File: config.mk
export PLATFORM = sky130hd
export DESIGN_NAME = gray_rr_sched
export DESIGN_NICKNAME = d
export VERILOG_FILES = /design/src/rtl/gray_rr_sched.sv
export SDC_FILE = /design/constraint.sdc
export NUM_CORES = 1
export LEC_CHECK = 0
export ABC_AREA = 1
export BUFFER_PORTS_ARGS = -buffer_cell sky130_fd_sc_hd__buf_2
export CAP_MARGIN = 10
export CORE_ASPECT_RATIO = 1.4
export CORE_UTILIZATION = 58
export CTS_CLUSTER_SIZE = 16
export DETAILED_ROUTE_END_ITERATION = 12
export GPL_ROUTABILITY_DRIVEN = 1
export PLACE_DENSITY = 0.86
export SLEW_MARGIN = 0
export SYNTH_ARGS = -nofsm -noshare
export SYNTH_HDL_FRONTEND = slang
export SYNTH_SLANG_ARGS = --single-unit
File: constraint.sdc
create_clock -name Clk -period 5.1 [get_ports Clk]
set_input_delay 0.51 -clock Clk [delete_from_list [all_inputs] [get_ports Clk]]
set_output_delay 0.51 -clock Clk [all_outputs]
set_load 0.01 [all_outputs]
File: src/rtl/gray_rr_sched.sv
// gray_rr_sched: round-robin owner of one shared 3-bit Gray step counter.
// Each granted requester gets a session: clear the counter, run its step
// count of enabled cycles, then report the final code and the wrap count.
// Optional build macro: GRAY_STEP_CHECK_EN adds a sticky Gray-step checker
// on Err; without it Err is tied low.
// Ports:
//   Clk, Reset           clock, synchronous active-low reset
//   Req, Steps           per-requester level request and step count
//   Grant, Done          one-hot owner, one-cycle end-of-session pulse
//   Final_Code, Wraps    counter code and 100->000 wrap count of last session
//   Busy                 high whenever not idle
//   Cnt_En, Cnt_Clr      drive the counter En and active-high Reset
//   Cnt_Value            counter Output
//   Cnt_Overflow         counter Overflow (not used for sequencing)
//   Err                  sticky Gray-step error
module gray_rr_sched #(
    parameter int NREQ  = 4,
    parameter int STEPW = 5
) (
    input  logic                  Clk,
    input  logic                  Reset,
    input  logic [NREQ-1:0]       Req,
    input  logic [NREQ*STEPW-1:0] Steps,
    output logic [NREQ-1:0]       Grant,
    output logic [NREQ-1:0]       Done,
    output logic [2:0]            Final_Code,
    output logic [STEPW-1:0]      Wraps,
    output logic                  Busy,
    output logic                  Cnt_En,
    output logic                  Cnt_Clr,
    input  logic [2:0]            Cnt_Value,
    input  logic                  Cnt_Overflow,
    output logic                  Err
);

    localparam int PW = (NREQ > 1) ? $clog2(NREQ) : 1;

    typedef enum logic [1:0] {
        S_IDLE,
        S_CLR,
        S_RUN,
        S_DONE
    } state_t;

    state_t           state;
    logic [PW-1:0]    ptr;
    logic [PW-1:0]    own;
    logic [STEPW-1:0] rem;

    logic             found;
    logic [PW-1:0]    win;
    logic [PW-1:0]    idx;

    // Overflow is informational only; the session length comes from rem.
    logic ovf_unused;
    assign ovf_unused = Cnt_Overflow;

    function automatic logic [PW-1:0] nxt(input logic [PW-1:0] o);
        return (int'(o) == NREQ - 1) ? '0 : o + 1'b1;
    endfunction

    // First requester found scanning upward from the round-robin pointer.
    always_comb begin
        found = 1'b0;
        win   = '0;
        idx   = '0;
        for (int i = 0; i < NREQ; i++) begin
            idx = PW'((int'(ptr) + i) % NREQ);
            if (!found && Req[idx]) begin
                found = 1'b1;
                win   = idx;
            end
        end
    end

    always_ff @(posedge Clk) begin
        if (!Reset) begin
            state      <= S_IDLE;
            ptr        <= '0;
            own        <= '0;
            rem        <= '0;
            Grant      <= '0;
            Done       <= '0;
            Final_Code <= '0;
            Wraps      <= '0;
            Busy       <= 1'b0;
            Cnt_En     <= 1'b0;
            Cnt_Clr    <= 1'b1;
        end else begin
            Done    <= '0;
            Cnt_Clr <= 1'b0;
            unique case (state)
                S_IDLE: begin
                    if (found) begin
                        own     <= win;
                        rem     <= Steps[int'(win)*STEPW +: STEPW];
                        Grant   <= NREQ'(1) << win;
                        Cnt_Clr <= 1'b1;
                        Wraps   <= '0;
                        Busy    <= 1'b1;
                        state   <= S_CLR;
                    end
                end
                S_CLR: begin
                    if (!Req[own]) begin
                        Grant <= '0;
                        Busy  <= 1'b0;
                        ptr   <= nxt(own);
                        state <= S_IDLE;
                    end else if (rem == '0) begin
                        Done  <= Grant;
                        state <= S_DONE;
                    end else begin
                        Cnt_En <= 1'b1;
                        state  <= S_RUN;
                    end
                end
                S_RUN: begin
                    if (!Req[own]) begin
                        // Abort: the step in flight this cycle still lands.
                        Cnt_En <= 1'b0;
                        Grant  <= '0;
                        Busy   <= 1'b0;
                        ptr    <= nxt(own);
                        state  <= S_IDLE;
                    end else begin
                        if (Cnt_Value == 3'b100) begin
                            Wraps <= Wraps + 1'b1;
                        end
                        if (rem == STEPW'(1)) begin
                            Cnt_En <= 1'b0;
                            Done   <= Grant;
                            state  <= S_DONE;
                        end else begin
                            rem <= rem - 1'b1;
                        end
                    end
                end
                S_DONE: begin
                    // The last enabled edge has landed, so Cnt_Value is final.
                    Final_Code <= Cnt_Value;
                    Grant      <= '0;
                    Busy       <= 1'b0;
                    ptr        <= nxt(own);
                    state      <= S_IDLE;
                end
                default: state <= S_IDLE;
            endcase
        end
    end

`ifdef GRAY_STEP_CHECK_EN
    logic [2:0] prev;
    logic       first;

    // The first RUN cycle must see the cleared code; every later RUN cycle
    // must differ from the previous one in exactly one bit.
    always_ff @(posedge Clk) begin
        if (!Reset) begin
            Err   <= 1'b0;
            prev  <= '0;
            first <= 1'b0;
        end else if (state == S_CLR) begin
            first <= 1'b1;
        end else if (state == S_RUN) begin
            first <= 1'b0;
            prev  <= Cnt_Value;
            if (first) begin
                if (Cnt_Value != 3'b000) begin
                    Err <= 1'b1;
                end
            end else if ($countones(Cnt_Value ^ prev) != 1) begin
                Err <= 1'b1;
            end
        end
    end
`else
    assign Err = 1'b0;
`endif

endmodule

* After elaboration in Yosys (flattened, before gate mapping) *
Cells that the tools add are included.

operators by class
  magnitude comparators = 5
  add/sub/neg operators = 6
  mux-type cells = 53
  shift operators = 2
  multiply operators = 1
  reductions and logical operators = 19
  equality and inequality tests = 14

operator list
  operator                                             number
  2-to-1 mux 5 bit                                     6
  2-to-1 mux 4 bit                                     6
  2-to-1 mux 2 bit                                     10
  case mux 5 bit (2 select lines)                      2
  indexed part select 20 x 6 -> 5 bit                  1
  2-to-1 mux 1 bit                                     18
  < comparator 2 x 3 -> 1 bit (second input constant)  5
  inequality test 2 bit (second input constant)        7
  case mux 4 bit (3 select lines)                      1
  AND reduction 4 bit                                  3
  binary-select mux 1 bit (select 2 bit)               5
  case mux 2 bit (4 select lines)                      1
  case mux 4 bit (2 select lines)                      1
  AND reduction 2 bit                                  4
  nonzero test 2 bit                                   3
  adder 5 x 1 -> 5 bit (second input constant)         1
  == test 5 x 1 -> 1 bit (second input constant)       1
  zero test 5 bit                                      1
  multiplier 2 x 3 -> 5 bit (second input constant)    1
  subtractor 5 x 1 -> 5 bit (second input constant)    1
  adder 2 x 1 -> 2 bit (second input constant)         2
  adder 2 bit (second input constant)                  2
  == test 2 x 1 -> 1 bit (second input constant)       2
  == test 2 bit (second input constant)                2
  other kinds (10)                                     14

word-level totals
  word-level logic and storage cells = 111
  input bits = 30
  bits in registers = 30

* Longest topological paths before layout *
Gate-level depths: netlist (run 1).

  word-level depth = 16
  gate-level depth with buffers = 17
  mapped depth without buffers = 16

* Worst setup path before layout (run 1) *
No wires, ideal clock.

  path type = input-to-reg
  start point = in Req[2]
  end point = reg Wraps[3]
  path buffers = 0
  arrival time = 1.675 ns
  setup slack = 3.298 ns
  stages on the path = 13
  required time = 4.973 ns
  cell sequence = inv_1 -> nand2_2 -> nand3_1 -> nand2_2 -> nor2_8 -> nand2_2 -> nor2_4 -> nand2_4 -> nand2_4 -> inv_4 -> nand2_4 -> o21ai_0 -> nor3b_2

between the ends
  cells in the longest elaborated chain, start to end = 14
  elaborated cells on any way between the ends = 23
  those cells by class = eq/ne: 2; mux: 14; reduce/logical: 7

ends and longest elaborated chain
  element                                 line  RTL
  start, declared                         22    input logic [NREQ-1:0] Req,
  binary-select mux 1 bit (select 2 bit)  69    if (!found && Req[idx]) begin
  2-to-1 mux 1 bit (not written as such)  69
  2-to-1 mux 1 bit                        69
  zero test 1 bit                         69
  logical AND 1 bit                       69
  2-to-1 mux 1 bit                        69
  zero test 1 bit                         69
  logical AND 1 bit                       69
  2-to-1 mux 1 bit                        69
  zero test 1 bit                         69
  logical AND 1 bit                       69
  2-to-1 mux 1 bit                        69
  inequality test 2 bit (no line)         n/a
  AND reduction 4 bit (no line) (*)       n/a
  end signal, assigned                    128   Wraps <= Wraps + 1'b1;
  end, declared                           27    output logic [STEPW-1:0] Wraps,

Every way passes the cells marked *; elsewhere a longest branch is shown, timed or not. The select of a mux whose other input is x is not followed.
A chain may end at the register's enable or synchronous reset.

* Worst setup path in the final report (run 1) *
  start point = reg ptr[0]
  end point = reg rem[4]

between the ends
  cells in the longest elaborated chain, start to end = 16
  elaborated cells on any way between the ends = 31
  those cells by class = add/sub: 3; mul: 1; eq/ne: 1; shift: 1; mux: 18; reduce/logical: 7

ends and longest elaborated chain
  element                                                                             line  RTL
  start, declared                                                                     46    logic [PW-1:0] ptr;
  start signal, assigned                                                              108   ptr <= nxt(own);
  start signal, assigned                                                              124   ptr <= nxt(own);
  start signal, assigned                                                              144   ptr <= nxt(own);
  parallel branches: the longest is 16 deep, another holds multiplier 2 x 3 -> 5 bit  n/a
  end signal, assigned                                                                96    rem <= Steps[int'(win)*STEPW +: STEPW];
  end signal, assigned                                                                135   rem <= rem - 1'b1;
  end, declared                                                                       48    logic [STEPW-1:0] rem;

Several ways; the timed one is not identified. The select of a mux whose other input is x is not followed.

==> reports/results.ini, run 1 <==
[clocking]
clock_path_buffers = 2
path_clk_slew_ps = 70
post-cts-setup-buffers = 0
cts_root_buffer = clkbuf_8
clkLatencyLatePin_ps = 290
htree_levels = 2
cts_resized = 0
clock_sinks = 30
cts_hold_buffers = 0
cts_tree = yes
cts_made_buffers = 5

[logic_synthesis]
synth_area_leaders = dfxtp_1 (29%), nand2_1 (14%), a21oi_1 (5.6%)
synth.distinct_cells = 36
synth_seq_cells = 30
syn_area_um2 = 2040
syn_inst = 294
syn_avg_cell_area_um2 = 6.95
synth_ff_type = dfxtp_1
synth-edff-count = 0
ys_seq_area_share_pct = 29.4
ys_top_cells_by_count = nand2_1 (77), dfxtp_1 (30), inv_1 (30)
yosysMostFrequentCell = nand2_1
async_reset_ff_share_pct = 0
syn-num-nets = 332
synth_top_area_cell = dfxtp_1
ys_warn_count = 0
synth_top_area_share_pct = 29.4

[worst_setup_path]
cpMostUsedCell = nand2_1
worst_ep_required_time_ps = 5260
startpoint_type = flip-flop
arrival_ps = 2320
worstPathMaxFanout = 10
worstPathCellList = nand2_1 > nand3_1 > nand2_2 > nor2_8 > nand4_2 > nand2_4 > inv_1 > nand2_1 > nand3_1 > nand2_1 > a21oi_2
slowest_stage = dfxtp_1
crit_type = reg -> reg
crit_path_end_kind = flip-flop
critPathMaxStageDelay_ps = 640

[global_routing]
antenna_found_initial = 0
grt.met3_usage_pct = 6.92
grt_use_met2_pct = 48.6
grt_first_pass_wirelength_um = 7310
first_global_vias = 1798
grt_usage_pct = 25.9
grt_max_degree = 14
overflow = 0
use_met1_pct = 27.1
grt_busiest_layer = met2

[sta]
layout_min_cycle_time_ps = 2160
slew_headroom_pct = 66.3
fin_skew_ps = 5.39
max_freq_mhz = 463
min_period_over_period_pct = 42.3
max_slew.worst_pin.slew_ps = 505
hold_viol_final = 0
final.setup.tns_ps = 0
slew_violations = 0
setup_violations = 0
grt_setup_unrepaired = no

[power_and_ir_drop]
vdd_drop_max_uv = 496
power.density_nw_per_um2 = 629
switching_power_uw = 778
p_int_uw = 722
clock_power_share_pct = 13.3
p_sw_share_pct = 51.8
leakage_nw = 1.22
p_comb_share_pct = 63.7
seq_power_share_pct = 23.0

[worst_hold_path]
hp-class = reg -> reg

[final_layout]
fillers = 313
antenna_cells = 0
drive_gt1_share_pct = 28.3
area_growth_pct = 16.8
nets = 380
design_area_um2 = 2390

[routing]
drt_first_pass_iters = 4
drc = 0
drt_iter0_markers = 59
avgRoutedWirePerCell_um = 11.6
vias_per_cell = 5.29
drtAntennaViolNets = 0
num_vias = 2025
wirelength_um = 4430

[floorplan]
dieArea_um2 = 3770
num_rows = 25
initial_core_util_pct = 60.5
die_h_um = 72.2
coreArea_um2 = 3380
dieWidth_um = 52.2
boundaryPins = 50

[outcome]
status = complete, no violations

[place]
gp_congestion = 0.861
place_area_um2 = 2290
io_buffers = 47
hpwl_um = 3380

[flow_run]
maxCapViolCount = 0

## registers in the layout (all words and copies together), names as in the netlist
signal      count
Cnt_En          1
Cnt_Clr         1
state           2
Wraps           5
Done            4
rem             5
ptr             2
Busy            1
Final_Code      3
own             2
Grant           4
## per-stage QoR
stage | instances | power (mW) | hold slack [ps] | setup WS, ps | utilization [%]
6_report | 383 | 1.50 | 460 | 2940 | 70.6
5_1_grt | 383 | 1.65 | 492 | 2740 | 70.6
4_1_cts | 383 | 1.51 | 464 | 2950 | 70.6
3_5_place_dp | 375 | 1.30 | 454 | 2980 | 67.8
3_3_place_gp | 375 | 1.29 | 458 | 3000 | 67.8
2_1_floorplan | 294 | 1.13 | 468 | 3300 | -
## per-layer routing
layer / part of all wire (%) / vias up
met5: 0 / -
met4: 2.1 / 0
met3: 4.3 / 9
met2: 52 / 39
met1: 41 / 924
li1: - / 1053
## layout make-up
type | instances | area (µm²) | share of cell area [%]
Clock inverter | 2 | 12.5 | 0.524
Inverter | 38 | 153 | 6.40
Tap cell | 40 | 50.0 | 2.10
Clock buffer | 6 | 82.6 | 3.46
Timing Repair Buffer | 47 | 235 | 9.86
Sequential cell | 30 | 601 | 25.2
Multi-Input combinational cell | 220 | 1250 | 52.5
## kinds of logic after synthesis
group / count (synthesis) / synth area share (%)
adders and majority gates: 8 / 4.90
and+or+nand+nor: 155 / 41.1
DFF: 30 / 29.4
other: 1 / 0.184
AOI/OAI and AO/OA: 56 / 15.1
buffers and inverters: 44 / 9.31
## power groups by stage
stage	logic (mW)	registers (mW)	clock network, mW
6_report	0.955	0.345	0.200
5_1_grt	1.08	0.352	0.216
4_1_cts	0.963	0.344	0.203
3_5_place_dp	0.956	0.349	0
3_3_place_gp	0.938	0.348	0
2_1_floorplan	0.784	0.342	0
## final timing paths
path         cells after the start  startpoint     end  slack [ps]
max                             11      ptr[0]  rem[4]        2940
min                              2      Cnt_En  Cnt_En         460
max reg2reg                     11      ptr[0]  rem[4]        2940
min reg2reg                      2      Cnt_En  Cnt_En         460
## layout by cell type (no fill, tap or decap), types with 2 or more instances in the layout
cell type / netlist / routed
nor2_4: 3 / 3
ha_1: 8 / 8
inv_2: 5 / 5
clkbuf_8: 0 / 6
nand3_1: 18 / 18
nand2_2: 10 / 10
nor3b_1: 4 / 4
nand2_4: 8 / 8
o21ai_0: 19 / 19
dfxtp_1: 30 / 30
nand2_1: 77 / 77
a21oi_2: 2 / 2
inv_1: 30 / 30
o21ai_1: 4 / 4
a21oi_1: 23 / 23
nor3_1: 3 / 3
nand3_2: 5 / 5
o22ai_1: 3 / 3
o21bai_1: 2 / 2
nor2_1: 16 / 16
nand4_1: 5 / 5
buf_2: 0 / 47
## worst max-delay path: cells and delay by family (launching register included)
| kind | cells | cell delay [ps] |
|---|---|---|
| AOI/OAI and AO/OA | 1 | 50 |
| buffers and inverters | 1 | 110 |
| DFF | 1 | 640 |
| and+or+nand+nor | 9 | 1240 |
Power figures use the tool's default switching activity.
==> run 2: changes to the inputs <==
--- a/config.mk
+++ b/config.mk
@@ -9,11 +9,11 @@
 export BUFFER_PORTS_ARGS = -buffer_cell sky130_fd_sc_hd__buf_2
 export CAP_MARGIN = 10
 export CORE_ASPECT_RATIO = 1.4
-export CORE_UTILIZATION = 58
+export CORE_UTILIZATION = 48
 export CTS_CLUSTER_SIZE = 16
 export DETAILED_ROUTE_END_ITERATION = 12
 export GPL_ROUTABILITY_DRIVEN = 1
-export PLACE_DENSITY = 0.86
+export PLACE_DENSITY = 0.76
 export SLEW_MARGIN = 0
 export SYNTH_ARGS = -nofsm -noshare
 export SYNTH_HDL_FRONTEND = slang
==> constraint.sdc (replaced) <==
create_clock -name Clk -period 1.9 [get_ports Clk]
set_input_delay 0.19 -clock Clk [delete_from_list [all_inputs] [get_ports Clk]]
set_output_delay 0.19 -clock Clk [all_outputs]
set_load 0.01 [all_outputs]
==> run 2 against run 1 <==
Compared with the run above:
- the run now ends with DRC, setup timing left
- worst setup slack got worse by 3000 ps
- wire length increased by 17%
- sequential share of layout area decreased by 3.1 points
- sequential power increased to 2.7 times the previous value
- utilization decreased by 2.1 points
- clock skew about the same
- die area increased by 20%
- total power increased to 3.4 times the previous value
- non-clock buffer count increased by 22
- critical path depth increased by 6
- fmax increased by 11%
- hold slack got worse by 320 ps
- critical endpoint is now rem[1]
- largest cell class unchanged
==> reports/results.ini, run 2 (synthesized netlist as in run 1, its figures left out) <==
[clocking]
path_clk_slew_ps = 70  ; about the same
cts_root_buffer = clkbuf_8  ; unchanged
clock_path_buffers = 2  ; unchanged
clkLatencyLatePin_ps = 280  ; was 290 ps
cts_tree = yes  ; unchanged
htree_levels = 2  ; unchanged
clock_sinks = 30  ; unchanged
cts_made_buffers = 5  ; unchanged

[floorplan]
die_h_um = 79.2  ; was 72.2 µm
dieArea_um2 = 4530  ; was 3770 µm²
num_rows = 27  ; was 25
initial_core_util_pct = 50.8  ; was 60.5%
dieWidth_um = 57.1  ; was 52.2 µm
coreArea_um2 = 4020  ; was 3380 µm²
boundaryPins = 50  ; unchanged

[final_layout]
final_cell_mix = nand2_1 (61), buf_2 (48), inv_1 (29), dfxtp_1 (27)  ; was nand2_1 (77), buf_2 (47), dfxtp_1 (30), inv_1 (30), a21oi_1 (23)
antenna_cells = 0  ; unchanged
design_area_um2 = 2760  ; was 2390 µm²
top_regs = Wraps (5), rem (5)  ; unchanged
fin_util_pct = 68.5  ; was 70.6%
area_growth_pct = 34.8  ; was 16.8%
final_common_cell = nand2_1  ; unchanged
nets = 403  ; was 380
drive_gt1_share_pct = 41.0  ; was 28.3%

[sta]
final.setup.tns_ps = -190  ; was 0 ps
max_freq_mhz = 513  ; was 463 MHz
setup_ws_ps = -50.3  ; was 2940 ps
min_period_over_period_pct = 103  ; was 42.3%
hold_ws_ps = 141  ; was 460 ps
layout_min_cycle_time_ps = 1950  ; was 2160 ps
slew_headroom_pct = 66.5  ; was 66.3%
hold_viol_final = 0  ; unchanged
max_slew.worst_pin.slew_ps = 501  ; was 505 ps
setup_violations = 5  ; was 0
fin_skew_ps = 5.38  ; was 5.39 ps
slew_violations = 0  ; unchanged
grt_setup_unrepaired = yes  ; was no

[place]
place_area_um2 = 2350  ; was 2290 µm²
post-place-ws_ps = 18.7  ; was 2980 ps
io_buffers = 47  ; unchanged
hpwl_um = 3550  ; was 3380 µm
gp_congestion = 0.917  ; was 0.861

[routing]
drt_iter0_markers = 110  ; was 59
drt_first_pass_iters = 9  ; was 4
vias_per_cell = 5.34  ; was 5.29
wirelength_um = 5190  ; was 4430 µm
drc = 8  ; was 0
drtAntennaViolNets = 0  ; unchanged
avgRoutedWirePerCell_um = 12.7  ; was 11.6 µm
num_vias = 2185  ; was 2,025

[global_routing]
overflow = 0  ; unchanged
antenna_found_initial = 0  ; unchanged
first_global_vias = 1877  ; was 1,798
grt_first_pass_wirelength_um = 7770  ; was 7310 µm
grt_max_degree = 14  ; unchanged
grt_usage_pct = 21.9  ; was 25.9%

[worst_setup_path]
worstPathMaxFanout = 10  ; unchanged
worst_ep_required_time_ps = 2110  ; was 5260 ps
arrival_ps = 2160  ; was 2320 ps
crit_type = reg -> reg  ; unchanged
startpoint_type = flip-flop  ; unchanged
crit_path_end_kind = flip-flop  ; unchanged

[power_and_ir_drop]
vdd_drop_max_uv = 944  ; was 496 µV
leakage_nw = 1.38  ; was 1.22 nW
power.density_nw_per_um2 = 1870  ; was 629 nW/µm²

[flow_run]
maxCapViolCount = 0  ; unchanged

[worst_hold_path]
hp-class = in -> reg  ; was reg -> reg

[outcome]
violations = DRC, setup timing
status = finished, violations left  ; was complete, no violations

run 2: cell count changes in the layout (fill, tap and decap cells not counted), moves of 3 or more:
| cell | delta |
|---|---|
| a21oi_1 | -3 |
| a21oi_2 | +3 |
| buf_4 | +18 |
| dfxtp_1 | -3 |
| nand2_1 | -16 |
| nand2_2 | +10 |
| nand2_4 | +5 |
| o21ai_0 | -3 |
run 2: power by group:
group,switching [mW],internal (mW)
clock,0.245,0.291
sequential,0.128,0.789
combinational,2.19,1.51
total,2.56,2.59
run 2: layer usage:
metal	track usage, %	part of all wire, %	up-vias
li1	-	-	1097
met1	25.2	42	1021
met2	39.1	53	58
met3	4.56	3.7	9
met4	8.78	1.4	0
met5	0	0	-
run 2: worst max-delay path, cell delays in order, from the launching register on:
cell and delay [ps]:
dfxtp_2 330, buf_12 130, inv_8 80, nand2_2 70, nand3_1 130, nand2_2 100
nand2_2 100, nand2_2 50, nand2_2 100, nand2_2 90, nor2_4 140, buf_2 170
nand2_1 60, nand2_1 60, nand2_1 50, nand3_1 60, nand2_1 60, a21oi_2 100
run 2: cell type report:
cell class              count  area (µm²)
clock buffers               6        82.6
clock inverters             2        12.5
fillers                   356        1260
inverters                  38         160
multi-input cells         221        1410
flip-flops and latches     30         607
well taps                  43        53.8
repair buffers             69         430
run 2: repair_timing:
item / CTS / global route
resized for setup: 0 / 54
hold buffers: 0 / 0
buffers inserted: 0 / 16
setup endpoints to repair: 0 / 15
run 2: final timing paths:
path / start / slack, ps / cells after the start / to
max: ptr[0] / -50 / 17 / rem[1]
min: Cnt_Value[2] / 140 / 3 / Final_Code[2]
max reg2reg: ptr[0] / -50 / 17 / rem[1]
min reg2reg: Cnt_En / 460 / 2 / Cnt_En
run 2: through the flow:
step	total power [mW]	cells
floorplan	3.02	294
global placement	3.58	384
detailed placement	3.63	384
CTS	4.17	392
global route	5.52	409
finish	5.15	409
